## src/rtl/adder_ctrl_pkg.sv

```systemverilog
// Shared types and helpers for the shared five-bit adder controller.
// Holds the limb width, FSM encoding and the round-robin pick function.
package adder_ctrl_pkg;

    localparam int LIMB_W = 5;

    typedef enum logic [1:0] {
        ST_IDLE = 2'd0,
        ST_ADD  = 2'd1,
        ST_DONE = 2'd2
    } state_e;

    // First requester at or after ptr (cyclic over n <= 8 requesters).
    function automatic logic [2:0] rr_pick(
        input logic [7:0] req,
        input logic [2:0] ptr,
        input int         n
    );
        logic [2:0] win;
        logic       found;
        int         idx;
        win   = '0;
        found = 1'b0;
        for (int off = 0; off < 8; off++) begin
            idx = int'(ptr) + off;
            if (idx >= n) idx = idx - n;
            if (off < n && !found && req[idx[2:0]]) begin
                win   = idx[2:0];
                found = 1'b1;
            end
        end
        return win;
    endfunction

endpackage

```

## src/rtl/adder_share_ctrl_fa5.sv

```systemverilog
// Five-bit ripple-carry adder shared by all requesters.
// Module name is kept from the existing datapath library.
module fiveBitFullAdder (
    input  logic [4:0] a,
    input  logic [4:0] b,
    input  logic       cin,
    output logic [4:0] sum,
    output logic       cout
);

    logic [5:0] c;

    always_comb begin
        c    = '0;
        sum  = '0;
        c[0] = cin;
        for (int i = 0; i < 5; i++) begin
            sum[i]   = a[i] ^ b[i] ^ c[i];
            c[i + 1] = (a[i] & b[i]) | (c[i] & (a[i] ^ b[i]));
        end
        cout = c[5];
    end

endmodule

```

## src/rtl/adder_share_ctrl.sv

```systemverilog
// Round-robin sharing of one five-bit adder, multi-limb sequencing.
// Optional subtract support is enabled with `define ADDER_SUB_EN.
module adder_share_ctrl
    import adder_ctrl_pkg::*;
#(
    parameter  int NREQ  = 4,
    parameter  int LIMBS = 2,
    localparam int W     = LIMB_W * LIMBS,
    localparam int IDW   = (NREQ > 1) ? $clog2(NREQ) : 1
) (
    input  logic              clk,
    input  logic              rst,
    input  logic [NREQ-1:0]   req,
    input  logic [NREQ*W-1:0] a_in,
    input  logic [NREQ*W-1:0] b_in,
`ifdef ADDER_SUB_EN
    input  logic [NREQ-1:0]   sub_in,
`endif
    output logic [NREQ-1:0]   grant,
    output logic              busy,
    output logic              done,
    output logic [IDW-1:0]    done_id,
    output logic [W-1:0]      sum,
    output logic              cout
);

    localparam int CW = (LIMBS > 1) ? $clog2(LIMBS) : 1;

    state_e          state_q, state_d;
    logic [IDW-1:0]  ptr_q, ptr_d;
    logic [IDW-1:0]  win_q, win_d;
    logic [CW-1:0]   cnt_q, cnt_d;
    logic [NREQ-1:0] grant_q, grant_d;
    logic [W-1:0]    a_q, a_d;
    logic [W-1:0]    b_q, b_d;
    logic [W-1:0]    acc_q, acc_d;
    logic [W-1:0]    sum_q, sum_d;
    logic            cout_q, cout_d;
    logic            carry_q, carry_d;
`ifdef ADDER_SUB_EN
    logic            sub_q, sub_d;
`endif

    logic [7:0]        req8;
    logic [IDW-1:0]    pick;
    logic              cin0;
    logic              last;
    logic [LIMB_W-1:0] a_limb, b_limb, fa_sum;
    logic              fa_cout;

    always_comb begin
        req8            = '0;
        req8[NREQ-1:0]  = req;
        pick = IDW'(rr_pick(req8, 3'(ptr_q), NREQ));
    end

    // Subtract is add of the inverted B with an initial carry of one.
`ifdef ADDER_SUB_EN
    assign cin0   = sub_in[pick];
    assign b_limb = b_q[int'(cnt_q)*LIMB_W +: LIMB_W] ^ {LIMB_W{sub_q}};
`else
    assign cin0   = 1'b0;
    assign b_limb = b_q[int'(cnt_q)*LIMB_W +: LIMB_W];
`endif
    assign a_limb = a_q[int'(cnt_q)*LIMB_W +: LIMB_W];
    assign last   = (cnt_q == CW'(LIMBS - 1));

    fiveBitFullAdder u_fa (
        .a    (a_limb),
        .b    (b_limb),
        .cin  (carry_q),
        .sum  (fa_sum),
        .cout (fa_cout)
    );

    always_ff @(posedge clk) begin
        if (rst) begin
            state_q <= ST_IDLE;
            ptr_q   <= '0;
            win_q   <= '0;
            cnt_q   <= '0;
            grant_q <= '0;
            a_q     <= '0;
            b_q     <= '0;
            acc_q   <= '0;
            sum_q   <= '0;
            cout_q  <= 1'b0;
            carry_q <= 1'b0;
`ifdef ADDER_SUB_EN
            sub_q   <= 1'b0;
`endif
        end else begin
            state_q <= state_d;
            ptr_q   <= ptr_d;
            win_q   <= win_d;
            cnt_q   <= cnt_d;
            grant_q <= grant_d;
            a_q     <= a_d;
            b_q     <= b_d;
            acc_q   <= acc_d;
            sum_q   <= sum_d;
            cout_q  <= cout_d;
            carry_q <= carry_d;
`ifdef ADDER_SUB_EN
            sub_q   <= sub_d;
`endif
        end
    end

    always_comb begin
        state_d = state_q;
        unique case (state_q)
            ST_IDLE: if (|req) state_d = ST_ADD;
            ST_ADD:  if (last) state_d = ST_DONE;
            ST_DONE: state_d = ST_IDLE;
            default: state_d = ST_IDLE;
        endcase
    end

    always_comb begin
        ptr_d   = ptr_q;
        win_d   = win_q;
        cnt_d   = cnt_q;
        grant_d = grant_q;
        a_d     = a_q;
        b_d     = b_q;
        acc_d   = acc_q;
        sum_d   = sum_q;
        cout_d  = cout_q;
        carry_d = carry_q;
`ifdef ADDER_SUB_EN
        sub_d   = sub_q;
`endif
        unique case (state_q)
            ST_IDLE: begin
                if (|req) begin
                    win_d   = pick;
                    grant_d = NREQ'(1) << pick;
                    a_d     = a_in[int'(pick)*W +: W];
                    b_d     = b_in[int'(pick)*W +: W];
                    cnt_d   = '0;
                    acc_d   = '0;
                    carry_d = cin0;
`ifdef ADDER_SUB_EN
                    sub_d   = sub_in[pick];
`endif
                end
            end
            ST_ADD: begin
                acc_d[int'(cnt_q)*LIMB_W +: LIMB_W] = fa_sum;
                carry_d = fa_cout;
                cnt_d   = cnt_q + CW'(1);
                // Results are published only once the top limb is done.
                if (last) begin
                    sum_d  = acc_d;
                    cout_d = fa_cout;
                    cnt_d  = '0;
                end
            end
            ST_DONE: begin
                grant_d = '0;
                if (win_q == IDW'(NREQ - 1)) ptr_d = '0;
                else ptr_d = win_q + IDW'(1);
            end
            default: ;
        endcase
    end

    always_comb begin
        busy    = (state_q != ST_IDLE);
        done    = (state_q == ST_DONE);
        grant   = grant_q;
        done_id = win_q;
        sum     = sum_q;
        cout    = cout_q;
    end

endmodule

```

## config.mk

```make
export PLATFORM = sky130hd
export DESIGN_NAME = adder_share_ctrl
export DESIGN_NICKNAME = d
export VERILOG_FILES = /design/src/rtl/adder_ctrl_pkg.sv /design/src/rtl/adder_share_ctrl_fa5.sv /design/src/rtl/adder_share_ctrl.sv
export SDC_FILE = /design/constraint.sdc
export NUM_CORES = 1
export LEC_CHECK = 0
export CAP_MARGIN = 15
export CELL_PAD_IN_SITES_DETAIL_PLACEMENT = 0
export CELL_PAD_IN_SITES_GLOBAL_PLACEMENT = 1
export CORE_ASPECT_RATIO = 1.1
export CORE_MARGIN = 2
export CORE_UTILIZATION = 33
export CTS_CLUSTER_SIZE = 28
export DETAILED_ROUTE_END_ITERATION = 12
export GPL_ROUTABILITY_DRIVEN = 1
export PLACE_DENSITY_LB_ADDON = 0.1
export SYNTH_ARGS = -nofsm -noshare
export SYNTH_HDL_FRONTEND = slang
export SYNTH_SLANG_ARGS = --single-unit
```

## constraint.sdc

```tcl
create_clock -name clk -period 7.2 [get_ports clk]
set_clock_uncertainty 0.1 [all_clocks]
set_input_delay 1.08 -clock clk [delete_from_list [all_inputs] [get_ports clk]]
set_output_delay 1.08 -clock clk [all_outputs]
set_load 0.02 [all_outputs]
```

==> metrics <==
Synth area leaders=dfxtp_1, mux2i_1, a21boi_0, o211ai_1, nand2_1; number of flops mapped to enable cells by yosys=0; Min Clock Period, post-route=3.504 ns; Gate Count Post-Synth=322; Clk Latency, worst-skew pair=0.30 ns; Netlist Area Pre-Place=2635 um2; Starting Density=0.3366; drt pass-1 iters=4; Hold-fix buffers, CTS=0; largest net degree at the start of global routing=43; total die area=8717 um2; H-tree depth=2; RSZ-0062 raised after global routing=no; CTS Sinks=48; CTS tree=yes; syn_nets=414; largest family of logic cells by synthesized area=compound AO/OA/AOI/OAI gates; Routed WL=7027 um; CP max FO=13; CP Capture Type=flop; Cell Rows=34; vias per cell=4.856; initial antenna violation count=0; Post-Synth XOR/XNOR Area=0; post-cts repair resize count=0; hold crit path type=reg2reg; Critical Path Source Type=flop; simple-gate share of the synthesized area=0.1966; GR Util met2=0.2758; synthesized flop and latch total=48; GRT met1 Usage=0.2164; 1st-iter DRT viols=37; gpl congestion=0.7770; cell area after layout=3850 um2; power density cells=172.9 nW/um2; area grow syn2layout=46.11%; Fin. Hold Viols=0; cell family with most CP delay=adder cells; Yosys top cell by area=dfxtp_1; leakage power=0.001421 uW; total core area=7828 um2; Synth Flop Type=dfxtp_1; DR WL/cell=13.51 um; Yosys warning count=0; # nets final=503; vias in the first global route=2501; Post-synth ARST share=0; overall power after layout=665.7 uW; Buf/Inv on CP=2; status=completed; Max-cap violations=0; Crit path arrival time=3.59 ns; GRT Overall Usage=0.1669; first-pass GRT wire length=11720 um; Post-Route Utilization=0.4918; clock buffer depth=2; dpl hpwl=5269 um; max incr delay on CP=0.75 ns; most common cell in the netlist=dfxtp_1; hold_ws=0.3576 ns; layout cells sized above 1=0.04369; n_diodes=0; synth cell count leaders=dfxtp_1, nand2_1, mux2i_1; Slew Viols, Final=0; Post-CTS Setup Inserts=0; Clk pin slew, worst setup/hold paths=0.09 ns; grt ovf=0; Root Buffer=clkbuf_8; FMAX=0.2854 GHz; grt peak-use layer=met2; worst-margin pin slew=0.7976 ns; Syn Area/Cell=8.183 um2; Synth cell types=32; Worst Path Required=7.29 ns; crit share post-route=0.4866; worst-path cell chain=mux2i_1, fa_1, fa_1, fa_1, inv_1, fa_1, inv_1, fa_1, nor2_1, a31oi_1, nor2_1; post-synthesis sequential area ratio=0.3647; placed cell area=3735 um2; post-synthesis mux area share=0.1187; crit path max-delay cell type=dfxtp_1; Crit Path Class=reg2reg; die height=97.72 um; die width=89.20 um; adder-cell share of the synthesized area=0.04274; compound-cell area share of the yosys netlist=0.2203; Setup TNS=0 ns; Max VDD drop=72.82 uV; CTS buffer count=5; Final ANT Viol Nets=0; Setup Viol. Count Final=0; IO Pins=105; Vias=2525; Max-slew headroom=0.4667; drt drc=0; most used cell, CP=fa_1; Synth top area share=0.3647; met3 Resource Use GR=0.03568; IO Port Bufs=104
final timing paths:
path           from        to  slack, ns  depth (start not counted)
max reg2reg   cnt_q  acc_q[4]       3.70                         11
min reg2reg  sum[2]    sum[2]       0.36                          2
min          sum[2]    sum[2]       0.36                          2
max           cnt_q  acc_q[4]       3.70                         11
flip-flops by register name, indices dropped and copies added (netlist names), 2 cells and up:
name	count
acc_q	5
b_q	10
state_q	2
sum	10
grant	4
ptr_q	2
done_id	2
a_q	10
cell type report:
cell class | count | area (um2)
tap | 108 | 135.1
sequential | 48 | 960.9
clock buffer | 6 | 72.57
inverter | 7 | 26.28
multi-input combinational | 239 | 1530
fill | 798 | 3978
timing repair buffer | 110 | 1090
clock inverter | 2 | 35.03
cell families after synthesis:
family / count (synthesis)
AOI/OAI and AO/OA: 91
buffers and inverters: 35
and+or+nand+nor: 111
DFF: 48
muxes: 31
adders and majority gates: 6
per-stage QoR:
stage / instances / worst slack, ns
3_5_place_dp: 511 / 3.315
3_3_place_gp: 510 / 3.317
2_1_floorplan: 322 / 3.917
5_1_grt: 520 / 3.448
6_report: 520 / 3.696
4_1_cts: 519 / 3.590
layout by cell type (no fill, tap or decap), types with 8 or more instances in the layout:
cell,count
dfxtp_1,48
clkdlybuf4s50_1,104
a21boi_0,20
mux2i_1,29
nand3_1,8
o21ai_0,21
nand2_1,39
nor2_1,27
and3_1,21
a21oi_1,20
o211ai_1,20
layer usage:
metal / up-vias / routed length [um]
met1: 1133 / 3242
met3: 8 / 409
met2: 83 / 3250
met5: - / 0
met4: 0 / 125
li1: 1301 / -
tightest hold or removal path: stages, from the launching register on:
cell     delay, ns
dfxtp_1       0.32
nand2_1       0.05
a21oi_1       0.05
power by group:
| part | internal, uW | switching, uW |
|---|---|---|
| Sequential | 287 | 13.8 |
| Combinational | 92.5 | 78.9 |
| Clock | 103 | 90.2 |
| Total | 483 | 183 |
(Power assumes the default switching activity.)
